### src/rtl/gb_bus_pkg.sv
// rtl/gb_bus_pkg.sv - shared bus constants and DMA state type for the OAM DMA controller
package gb_bus_pkg;

    localparam logic [15:0] ADDR_DMA_REG = 16'hFF46;
    localparam logic [15:0] HRAM_LO      = 16'hFF80;
    localparam logic [15:0] HRAM_HI      = 16'hFFFE;
    localparam int          OAM_LEN_DEF  = 160;

    typedef enum logic [1:0] {
        IDLE,
        DELAY,
        XFER,
        DRAIN
    } dma_state_t;

endpackage

### src/rtl/oam_dma_ctrl_if.sv
// rtl/oam_dma_ctrl_if.sv - CPU-side and external-side bus bundle around the OAM DMA controller
interface oam_dma_ctrl_if;

    logic [15:0] cpu_A;
    logic [7:0]  cpu_Do;
    logic [7:0]  cpu_Di;
    logic        cpu_wr_n;
    logic        cpu_rd_n;
    logic        cpu_cs_n;
    logic [7:0]  hram_Di;
    logic [15:0] A;
    logic [7:0]  Do;
    logic [7:0]  Di;
    logic        wr_n;
    logic        rd_n;
    logic        cs_n;

    modport master (
        output cpu_A, cpu_Do, cpu_wr_n, cpu_rd_n, cpu_cs_n, hram_Di, Di,
        input  cpu_Di, A, Do, wr_n, rd_n, cs_n
    );

    modport slave (
        input  cpu_A, cpu_Do, cpu_wr_n, cpu_rd_n, cpu_cs_n, hram_Di, Di,
        output cpu_Di, A, Do, wr_n, rd_n, cs_n
    );

endinterface

### src/rtl/oam_dma_bus_mux.sv
// rtl/oam_dma_bus_mux.sv - combinational steering of the external bus and CPU read data
module oam_dma_bus_mux
    import gb_bus_pkg::*;
(
    input  logic        i_dma_active,
    input  logic        i_xfer_rd,
    input  logic [7:0]  i_src_page,
    input  logic [7:0]  i_idx,
    input  logic [7:0]  i_page_reg,
    input  logic [15:0] i_cpu_A,
    input  logic [7:0]  i_cpu_Do,
    input  logic        i_cpu_wr_n,
    input  logic        i_cpu_rd_n,
    input  logic        i_cpu_cs_n,
    input  logic [7:0]  i_hram_Di,
    input  logic [7:0]  i_Di,
    output logic [7:0]  o_cpu_Di,
    output logic [15:0] o_A,
    output logic [7:0]  o_Do,
    output logic        o_wr_n,
    output logic        o_rd_n,
    output logic        o_cs_n
);

    logic w_is_hram;
    logic w_is_dma_reg;

    assign w_is_hram    = (i_cpu_A >= HRAM_LO) && (i_cpu_A <= HRAM_HI);
    assign w_is_dma_reg = (i_cpu_A == ADDR_DMA_REG);

    always_comb begin
        o_cpu_Di = i_Di;
        o_A      = i_cpu_A;
        o_Do     = i_cpu_Do;
        o_wr_n   = i_cpu_wr_n;
        o_rd_n   = i_cpu_rd_n;
        o_cs_n   = i_cpu_cs_n;

        if (w_is_dma_reg) begin
            o_cpu_Di = i_page_reg;
        end else if (w_is_hram) begin
            o_cpu_Di = i_hram_Di;
        end else if (i_dma_active) begin
            o_cpu_Di = 8'hFF;
        end

        // The DMA owns the bus for the whole active window; strobes only assert while reading.
        if (i_dma_active) begin
            o_A    = {i_src_page, i_idx};
            o_wr_n = 1'b1;
            o_rd_n = ~i_xfer_rd;
            o_cs_n = ~i_xfer_rd;
        end
    end

endmodule

### src/rtl/oam_dma_ctrl.sv
// rtl/oam_dma_ctrl.sv - OAM DMA FSM, page register and OAM write port
// Optional OAM_DMA_ECHO_EN folds source pages 0xE0-0xFF down by 0x20 (echo RAM).
module oam_dma_ctrl
    import gb_bus_pkg::*;
#(
    parameter int BYTE_CYCLES = 4,
    parameter int START_DELAY = 4,
    parameter int OAM_LEN     = OAM_LEN_DEF
) (
    input  logic               clock,
    input  logic               reset,
    oam_dma_ctrl_if.slave      bus,
    output logic [7:0]         oam_addr,
    output logic [7:0]         oam_wdata,
    output logic               oam_we,
    output logic               dma_active
);

    localparam int              CYC_W    = $clog2(BYTE_CYCLES);
    localparam int              DLY_W    = $clog2(START_DELAY + 1);
    localparam logic [CYC_W-1:0] CYC_LAST = CYC_W'(BYTE_CYCLES - 1);
    localparam logic [DLY_W-1:0] DLY_LOAD = DLY_W'(START_DELAY - 1);
    localparam logic [7:0]      IDX_LAST = 8'(OAM_LEN - 1);

    dma_state_t       r_state, w_next_state;
    logic [7:0]       r_page;
    logic             r_wr_n_q;
    logic [7:0]       r_idx, w_next_idx;
    logic [CYC_W-1:0] r_cyc, w_next_cyc;
    logic [DLY_W-1:0] r_dly, w_next_dly;
    logic             r_oam_we;
    logic [7:0]       r_oam_addr;
    logic [7:0]       r_oam_wdata;
    logic             w_wr_event;
    logic             w_capture;
    logic [7:0]       w_src_page;

    // Only the first cycle of a low write strobe counts, so a long strobe cannot retrigger.
    assign w_wr_event = ~bus.cpu_cs_n & ~bus.cpu_wr_n & r_wr_n_q & (bus.cpu_A == ADDR_DMA_REG);

`ifdef OAM_DMA_ECHO_EN
    assign w_src_page = (r_page >= 8'hE0) ? (r_page - 8'h20) : r_page;
`else
    assign w_src_page = r_page;
`endif

    always_comb begin
        w_next_state = r_state;
        w_next_idx   = r_idx;
        w_next_cyc   = r_cyc;
        w_next_dly   = r_dly;
        w_capture    = 1'b0;
        if (w_wr_event) begin
            w_next_state = DELAY;
            w_next_dly   = DLY_LOAD;
            w_next_idx   = '0;
            w_next_cyc   = '0;
        end else begin
            case (r_state)
                IDLE: ;
                DELAY: begin
                    if (r_dly == '0) begin
                        w_next_state = XFER;
                        w_next_idx   = '0;
                        w_next_cyc   = '0;
                    end else begin
                        w_next_dly = r_dly - 1'b1;
                    end
                end
                XFER: begin
                    if (r_cyc == CYC_LAST) begin
                        w_capture  = 1'b1;
                        w_next_cyc = '0;
                        w_next_idx = r_idx + 8'd1;
                        if (r_idx == IDX_LAST) begin
                            w_next_state = DRAIN;
                        end
                    end else begin
                        w_next_cyc = r_cyc + 1'b1;
                    end
                end
                DRAIN:   w_next_state = IDLE;
                default: w_next_state = IDLE;
            endcase
        end
    end

    always_ff @(posedge clock) begin
        if (reset) begin
            r_state     <= IDLE;
            r_page      <= 8'hFF;
            r_wr_n_q    <= 1'b1;
            r_idx       <= '0;
            r_cyc       <= '0;
            r_dly       <= '0;
            r_oam_we    <= 1'b0;
            r_oam_addr  <= '0;
            r_oam_wdata <= '0;
        end else begin
            r_state  <= w_next_state;
            r_idx    <= w_next_idx;
            r_cyc    <= w_next_cyc;
            r_dly    <= w_next_dly;
            r_wr_n_q <= bus.cpu_wr_n;
            r_oam_we <= w_capture;
            if (w_wr_event) begin
                r_page <= bus.cpu_Do;
            end
            if (w_capture) begin
                r_oam_addr  <= r_idx;
                r_oam_wdata <= bus.Di;
            end
        end
    end

    assign dma_active = (r_state != IDLE);
    assign oam_we     = r_oam_we;
    assign oam_addr   = r_oam_addr;
    assign oam_wdata  = r_oam_wdata;

    oam_dma_bus_mux u_bus_mux (
        .i_dma_active (dma_active),
        .i_xfer_rd    (r_state == XFER),
        .i_src_page   (w_src_page),
        .i_idx        (r_idx),
        .i_page_reg   (r_page),
        .i_cpu_A      (bus.cpu_A),
        .i_cpu_Do     (bus.cpu_Do),
        .i_cpu_wr_n   (bus.cpu_wr_n),
        .i_cpu_rd_n   (bus.cpu_rd_n),
        .i_cpu_cs_n   (bus.cpu_cs_n),
        .i_hram_Di    (bus.hram_Di),
        .i_Di         (bus.Di),
        .o_cpu_Di     (bus.cpu_Di),
        .o_A          (bus.A),
        .o_Do         (bus.Do),
        .o_wr_n       (bus.wr_n),
        .o_rd_n       (bus.rd_n),
        .o_cs_n       (bus.cs_n)
    );

endmodule

### src/flat_wrapper.sv
// flat-port wrapper written by rule: the top's interface ports become plain ports
module oam_dma_ctrl_flat import gb_bus_pkg::*;
#(
    parameter int BYTE_CYCLES = 4,
    parameter int START_DELAY = 4,
    parameter int OAM_LEN     = OAM_LEN_DEF
)
  (clock, reset, oam_addr, oam_wdata, oam_we, dma_active, bus_cpu_A, bus_cpu_Do, bus_cpu_wr_n, bus_cpu_rd_n, bus_cpu_cs_n, bus_hram_Di, bus_Di, bus_cpu_Di, bus_A, bus_Do, bus_wr_n, bus_rd_n, bus_cs_n);
  oam_dma_ctrl_if bus_i ();
  input  logic clock;
  input  logic reset;
  output logic [7:0] oam_addr;
  output logic [7:0] oam_wdata;
  output logic oam_we;
  output logic dma_active;
  input wire logic [$bits(bus_i.cpu_A)-1:0] bus_cpu_A;
  input wire logic [$bits(bus_i.cpu_Do)-1:0] bus_cpu_Do;
  input wire logic [$bits(bus_i.cpu_wr_n)-1:0] bus_cpu_wr_n;
  input wire logic [$bits(bus_i.cpu_rd_n)-1:0] bus_cpu_rd_n;
  input wire logic [$bits(bus_i.cpu_cs_n)-1:0] bus_cpu_cs_n;
  input wire logic [$bits(bus_i.hram_Di)-1:0] bus_hram_Di;
  input wire logic [$bits(bus_i.Di)-1:0] bus_Di;
  output wire logic [$bits(bus_i.cpu_Di)-1:0] bus_cpu_Di;
  output wire logic [$bits(bus_i.A)-1:0] bus_A;
  output wire logic [$bits(bus_i.Do)-1:0] bus_Do;
  output wire logic [$bits(bus_i.wr_n)-1:0] bus_wr_n;
  output wire logic [$bits(bus_i.rd_n)-1:0] bus_rd_n;
  output wire logic [$bits(bus_i.cs_n)-1:0] bus_cs_n;
  assign bus_i.cpu_A = bus_cpu_A;
  assign bus_i.cpu_Do = bus_cpu_Do;
  assign bus_i.cpu_wr_n = bus_cpu_wr_n;
  assign bus_i.cpu_rd_n = bus_cpu_rd_n;
  assign bus_i.cpu_cs_n = bus_cpu_cs_n;
  assign bus_i.hram_Di = bus_hram_Di;
  assign bus_i.Di = bus_Di;
  assign bus_cpu_Di = bus_i.cpu_Di;
  assign bus_A = bus_i.A;
  assign bus_Do = bus_i.Do;
  assign bus_wr_n = bus_i.wr_n;
  assign bus_rd_n = bus_i.rd_n;
  assign bus_cs_n = bus_i.cs_n;
  oam_dma_ctrl #(.BYTE_CYCLES(BYTE_CYCLES), .START_DELAY(START_DELAY), .OAM_LEN(OAM_LEN)) u_core (.clock(clock), .reset(reset), .bus(bus_i), .oam_addr(oam_addr), .oam_wdata(oam_wdata), .oam_we(oam_we), .dma_active(dma_active));
endmodule
### config.mk
export PLATFORM = sky130hd
export DESIGN_NAME = oam_dma_ctrl_flat
export DESIGN_NICKNAME = d
export VERILOG_FILES = /design/src/rtl/gb_bus_pkg.sv /design/src/rtl/oam_dma_ctrl_if.sv /design/src/rtl/oam_dma_bus_mux.sv /design/src/rtl/oam_dma_ctrl.sv /design/src/flat_wrapper.sv
export SDC_FILE = /design/constraint.sdc
export NUM_CORES = 1
export LEC_CHECK = 0
export BUFFER_PORTS_ARGS = -buffer_cell sky130_fd_sc_hd__buf_2
export CORE_UTILIZATION = 35
export CTS_BUF_LIST = sky130_fd_sc_hd__clkbuf_4
export DETAILED_ROUTE_END_ITERATION = 10
export PLACE_DENSITY = 0.71
export SLEW_MARGIN = 20
export SYNTH_ARGS = -nofsm -noshare
export SYNTH_HDL_FRONTEND = slang
export SYNTH_HIERARCHICAL = 1
export SYNTH_SLANG_ARGS = --single-unit
### constraint.sdc
create_clock -name clock -period 2.4 [get_ports clock]
set_clock_uncertainty 0.2 [all_clocks]
set_input_delay 0.6 -clock clock [delete_from_list [all_inputs] [get_ports clock]]
set_output_delay 0.6 -clock clock [all_outputs]
set_load 0.1 [all_outputs]
==> results of run 1 <==
repair_timing:
item	in CTS	in global routing
pin swaps	11	4
gates cloned	3	0
buffers inserted	3	2
gates resized for setup	50	22
hold endpoints to repair	0	0
endpoints found under the setup margin	27	27
worst max-delay path, delay by kind of cell:
kind                   cells  cell delay, ps
buffers and inverters      3             480
AND/OR/NAND/NOR            2             260
AO/OA/AOI/OAI              2             520
kinds of logic (layout without fill, tap and decap cells):
family / Yosys count / in the layout / share of synthesized area (%)
muxes: 23 / 23 / 9.40
xor gates and xnor gates: 7 / 7 / 2.31
and+or+nand+nor: 142 / 145 / 27.0
buffers and inverters: 41 / 145 / 7.75
adders and majority gates: 4 / 4 / 1.89
DFF: 41 / 41 / 31.0
AOI/OAI and AO/OA: 75 / 75 / 20.7
metal layers:
layer | global-route usage, % | vias up
met5 | 0 | -
met4 | 5.19 | 0
met3 | 5.26 | 15
met2 | 36.4 | 90
met1 | 26.3 | 1331
li1 | - | 1411
power by group through the flow:
stage	Combinational, mW	Sequential (mW)	Clock (mW)
after floorplan	0.319	0.697	0
after global placement	0.465	0.697	0
after detailed placement	0.467	0.697	0
after CTS	0.492	0.681	0.347
after global routing	0.524	0.681	0.393
final	0.507	0.680	0.331
cell type report:
cell class                      count  area [sq um]
Timing Repair Buffer              130          1130
Sequential cell                    41           826
Tap cell                           99           124
Fill cell                         660          3170
Inverter                            8          30.0
Multi-Input combinational cell    254          1960
Clock inverter                      1          3.75
Clock buffer                        6          45.0
per-stage QoR:
step | instances | util [%] | setup TNS [ps] | area [sq um]
2_1_floorplan | 333 | - | -3660 | 2880
3_3_place_gp | 524 | 51.3 | -3810 | 3740
3_5_place_dp | 524 | 51.3 | -4780 | 3740
4_1_cts | 537 | 55.0 | -2690 | 4010
5_1_grt | 539 | 56.5 | -3220 | 4120
6_report | 539 | 56.5 | -2220 | 4120
registers in the layout, indices dropped and copies added, names as in the netlist:
register	cells
u_core/oam_addr	8
u_core/oam_wdata	8
u_core/oam_we	1
u_core/r_cyc	2
u_core/r_dly	3
u_core/r_idx	8
u_core/r_page	8
u_core/r_state	2
u_core/r_wr_n_q	1
worst min-delay path by stage:
stage                      end  depth (start not counted)
6_report       u_core/r_wr_n_q                          2
5_1_grt        u_core/r_wr_n_q                          2
4_1_cts        u_core/r_wr_n_q                          2
3_5_place_dp   u_core/r_cyc[1]                          2
3_3_place_gp   u_core/r_cyc[1]                          2
2_1_floorplan  u_core/r_cyc[1]                          2
cell usage in the layout (no fill, tap or decap), types with 2 or more instances in the layout:
cell type	Yosys	routed
ha_1	4	4
a211oi_1	3	3
and3_1	17	16
a21oi_4	0	3
nor3_2	0	7
nand3b_1	2	2
xnor2_1	6	6
mux2i_1	8	8
o2bb2ai_4	0	8
nand4_1	4	4
mux2_2	15	14
a21oi_2	0	5
o21ai_4	0	3
a211o_2	8	8
a21oi_1	30	22
o311ai_0	14	14
buf_6	2	24
buf_12	0	17
and3b_1	2	2
nand2b_1	18	17
or2_4	1	6
buf_4	8	29
nor2_1	50	50
clkbuf_4	0	6
or2_2	3	2
nand3_1	5	4
dfxtp_1	41	39
inv_1	8	8
buf_2	4	60
o311ai_1	2	2
nand2_1	22	22
==> results.yml, run 1 <==
status:
  status: "finished with violations"
  violations: "setup timing"
global_routing:
  grt_pass1_wl_mm: 12.7
  antenna_found_initial: 0
  grt_pass1_vias: 2607
  grt-ovfl-total: 0
  grt_max_degree: 37
  grtUsageTotal_pct: 21.1
logic_synthesis:
  synth.top_cell.area_share_pct: 31.0
  ys_top_cells_by_count: "nor2_1 (50), dfxtp_1 (41), a21oi_1 (30)"
  synth_top_cell_by_area: "dfxtp_1"
  synth_edf_count: 0
  synth-seq-cells: 41
  postSynth.asyncResetShare_pct: 0
  synth_ff_type: "dfxtp_1"
  syn_nets: 382
  synth_area_per_cell_sq_um: 7.95
  synth.cell_area_sq_mm: 0.00265
  synthCells: 333
  ys_top_cells_by_area: "dfxtp_1 (31%), nor2_1 (7.1%), mux2_2 (6.4%)"
  post-synth-top-count-cell: "nor2_1"
  ys_warn_count: 6
  seq_area_frac_synth_pct: 31.0
  synth_cell_types: 46
clock_network:
  insertion_delay_ps: 360
  cts_buffers: 5
  clk_pin_slew_worst_paths_ps: 100
  cts-root-buf: "clkbuf_4"
  h-tree-depth: 2
  cts_tree: "yes"
  clock-sinks: 41
  cts_hold_buf: 0
  cts.path.max_buffers: 2
sta:
  final.period_utilization_pct: 111
  rsz0062_at_grt: "yes"
  layout_setup_ws_ps: -271
  hold_viol_final: 0
  layout_min_cycle_time_ps: 2670
  max_freq_mhz: 374
  max_slew.worst_pin.slew_ps: 473
  hold_ws_ps: 270
  relSlewSlack_pct: 67.7
  finalSetupViolCount: 16
  drv_slew: 0
power_and_ir_drop:
  p_sw_mw: 0.549
  clkPwrFrac_pct: 21.8
  power_switching_share_pct: 36.1
  combPwrFrac_pct: 33.4
  p_leak_nw: 1.76
  powerDensity_mw_per_mm2: 368
  design_power_total_mw: 1.52
  seqPwrFrac_pct: 44.8
  vdd_ir_drop_max_uv: 224
  p_int_mw: 0.970
critical_path:
  worstPathCellList: "buf_6, and3_4, a2111oi_4, buf_6, nor3_2, o2bb2ai_4, buf_12"
  critPathLaunchType: "input port"
  crit_fanout: 8
  r2r_end: "u_core/r_idx[7]"
  r2r_slack_ps: 340
  slowest_delay_ps: 360
  critPathCapture: "bus_cpu_Di[5]"
  path_common_cell: "buf_6"
  critPathLaunch: "bus_cpu_A[1]"
  cp-end-kind: "output port"
  cp.required_ps: 1600
  timing.rr.start: "u_core/r_dly[0]"
  cp_data_arrival_time_ps: 1870
  ff2ff_path_depth: 7
  critical_path_class: "input port to output port"
  critical-path-slowest-cell: "a2111oi_4"
routing:
  met2WireLength_mm: 3.99
  m1WireLength_mm: 3.60
  wirelength_mm: 8.19
  vias_per_cell: 5.28
  drtPass1Iterations: 4
  num_vias: 2847
  wire_per_inst_um: 15.2
  highest_layer: "met4"
  ant_nets: 0
  drc: 0
  met3_length_um: 446
  drt_iter0_markers: 167
cells_and_area:
  area_growth_pct: 55.6
  drive_above_1_share_pct: 46.1
  diodes: 0
  fin_nets: 489
floorplanning:
  die_area_sq_mm: 0.00792
  die_h_um: 89.0
  coreArea_sq_mm: 0.00729
  die_w_um: 89.0
  num_io_pins: 98
  start_util_pct: 36.3
  placementRows: 31
placement:
  dp_slack_ps: -359
  gp_congestion: 0.832
  port_buffers: 97
  dp_hpwl_mm: 5.80
worst_hold_path:
  hold_class: "input port to flop"
  min-delay-start: "bus_cpu_wr_n"
run:
  maxCapViolCount: 0
No activity file was read; power rests on OpenSTA's default activity.
==> run 2: changes to the inputs <==
--- a/config.mk
+++ b/config.mk
@@ -9,7 +9,7 @@
 export CORE_UTILIZATION = 35
 export CTS_BUF_LIST = sky130_fd_sc_hd__clkbuf_4
 export DETAILED_ROUTE_END_ITERATION = 10
-export PLACE_DENSITY = 0.71
+export PLACE_DENSITY = 0.69
 export SLEW_MARGIN = 20
 export SYNTH_ARGS = -nofsm -noshare
 export SYNTH_HDL_FRONTEND = slang
==> constraint.sdc (replaced) <==
create_clock -name clock -period 2.65 [get_ports clock]
set_clock_uncertainty 0.2 [all_clocks]
set_input_delay 0.6625 -clock clock [delete_from_list [all_inputs] [get_ports clock]]
set_output_delay 0.6625 -clock clock [all_outputs]
set_load 0.1 [all_outputs]
==> results.yml, run 2 (synthesis gave the netlist of run 1 again) <==
cells_and_area:
  seq_area_sq_um: 821
  final_cell_mix: "buf_2 (74), nor2_1 (50), dfxtp_1 (41)"
  final_common_cell: "buf_2"
  area_growth_pct: 45.0
  multiInputGateArea_sq_mm: 0.00190
  stdcell_count: 530
  drive_above_1_share_pct: 42.2
  fill_cells: 716
  finalInstanceArea_sq_mm: 0.00384
  fin_nets: 479
  diodes: 0
  fin_util_pct: 52.7
sta:
  layout_min_cycle_time_ps: 2790
  rsz0062_at_grt: "yes"
  layout_setup_ws_ps: -139
  max_slew.worst_pin.slew_ps: 756
  finalSetupViolCount: 8
  drv_slew: 0
  hold_viol_final: 0
  hold_ws_ps: 288
  final.period_utilization_pct: 105
  relSlewSlack_pct: 49.5
  max_freq_mhz: 359
  tns_ps: -1060
floorplanning:
  coreArea_sq_mm: 0.00729
  die_h_um: 89.0
  start_util_pct: 36.3
  die_w_um: 89.0
  num_io_pins: 98
  placementRows: 31
  die_area_sq_mm: 0.00792
power_and_ir_drop:
  p_leak_nw: 1.65
  powerDensity_mw_per_mm2: 349
  vdd_ir_drop_max_uv: 212
  design_power_total_mw: 1.34
critical_path:
  cp_data_arrival_time_ps: 1930
  ff2ff_path_depth: 7
  cp.required_ps: 1790
  critical_path_class: "input port to output port"
  critPathCapture: "bus_cpu_Di[7]"
  r2r_end: "u_core/r_dly[1]"
  cp-end-kind: "output port"
  critPathLaunch: "bus_cpu_A[1]"
  timing.rr.start: "u_core/r_dly[0]"
  r2r_slack_ps: 590
  crit_fanout: 8
  critPathLaunchType: "input port"
routing:
  drc: 0
  num_vias: 2754
  drt_iter0_markers: 100
  met3_length_um: 411
  met2WireLength_mm: 3.76
  vias_per_cell: 5.20
  ant_nets: 0
  m1WireLength_mm: 3.44
  wire_per_inst_um: 14.6
  highest_layer: "met4"
  drtPass1Iterations: 4
  wirelength_mm: 7.75
clock_network:
  clock-sinks: 41
  cts.path.max_buffers: 2
  post-cts-setup-buffer-count: 0
  cts-root-buf: "clkbuf_4"
  cts_hold_buf: 0
  insertion_delay_ps: 350
  clk_pin_slew_worst_paths_ps: 120
  h-tree-depth: 2
  cts_buffers: 5
  cts_tree: "yes"
placement:
  dp_slack_ps: -245
  place_inst: 520
  port_buffers: 97
  gp_congestion: 0.860
  placed_cell_area_sq_mm: 0.00364
  dp_hpwl_mm: 5.71
run:
  maxCapViolCount: 0
global_routing:
  grt-ovfl-total: 0
  grtUsageTotal_pct: 19.8
  antenna_found_initial: 0
  grt_pass1_vias: 2499
  grt_pass1_wl_mm: 12.1
  grt_max_degree: 37
status:
  violations: "setup timing"
  status: "finished with violations"
worst_hold_path:
  hold_class: "flop to flop"
==> run 2: changes by cell type in the layout (fill, tap and decap cells not counted), moves of 4 or more <==
cell and delta:
buf_6 -15, buf_2 +14, nor3_1 +6, nor3_2 -6, buf_4 -5, buf_12 -4
==> run 2: per-layer routing <==
layer | GRT usage, % | vias up
met5 | 0 | -
met4 | 4.91 | 0
met3 | 3.97 | 18
met2 | 34.3 | 90
met1 | 25.2 | 1252
li1 | - | 1394
==> run 2: critical path, cell delays in order <==
cell,delay (ps)
buf_6,90
and3_4,190
a2111oi_4,370
buf_6,190
nor3_2,60
o2bb2ai_4,180
buf_12,190
==> run 2: cell type report <==
| cell class | instances | area share, % |
|---|---|---|
| clock buffers | 5 | 0.977 |
| clock inverters | 3 | 0.326 |
| inverters | 8 | 0.782 |
| multi-input cells | 253 | 49.4 |
| flip-flops and latches | 41 | 21.4 |
| well taps | 99 | 3.22 |
| repair buffers | 121 | 23.9 |
==> run 2: timing repair <==
item,CTS,global route
setup endpoints to repair,26,24
pin swaps,6,2
gates cloned,1,1
resized for setup,21,13
==> run 2: worst min path at each step <==
stage,from,endpoint,slack (ps),cells past startpoint
floorplan,u_core/r_cyc[1],u_core/r_cyc[1],250,2
global placement,u_core/r_cyc[1],u_core/r_cyc[1],260,2
detailed placement,u_core/r_cyc[1],u_core/r_cyc[1],280,2
CTS,u_core/r_cyc[1],u_core/r_cyc[1],300,2
global route,u_core/r_cyc[1],u_core/r_cyc[1],310,2
finish,u_core/r_cyc[1],u_core/r_cyc[1],290,2
==> run 2: power breakdown <==
group          internal (mW)  switching (mW)  leakage (nW)  total, mW
sequential             0.617        0.000420         0.331      0.617
clock                 0.0961           0.201        0.0300      0.298
combinational          0.131           0.295          1.29      0.426
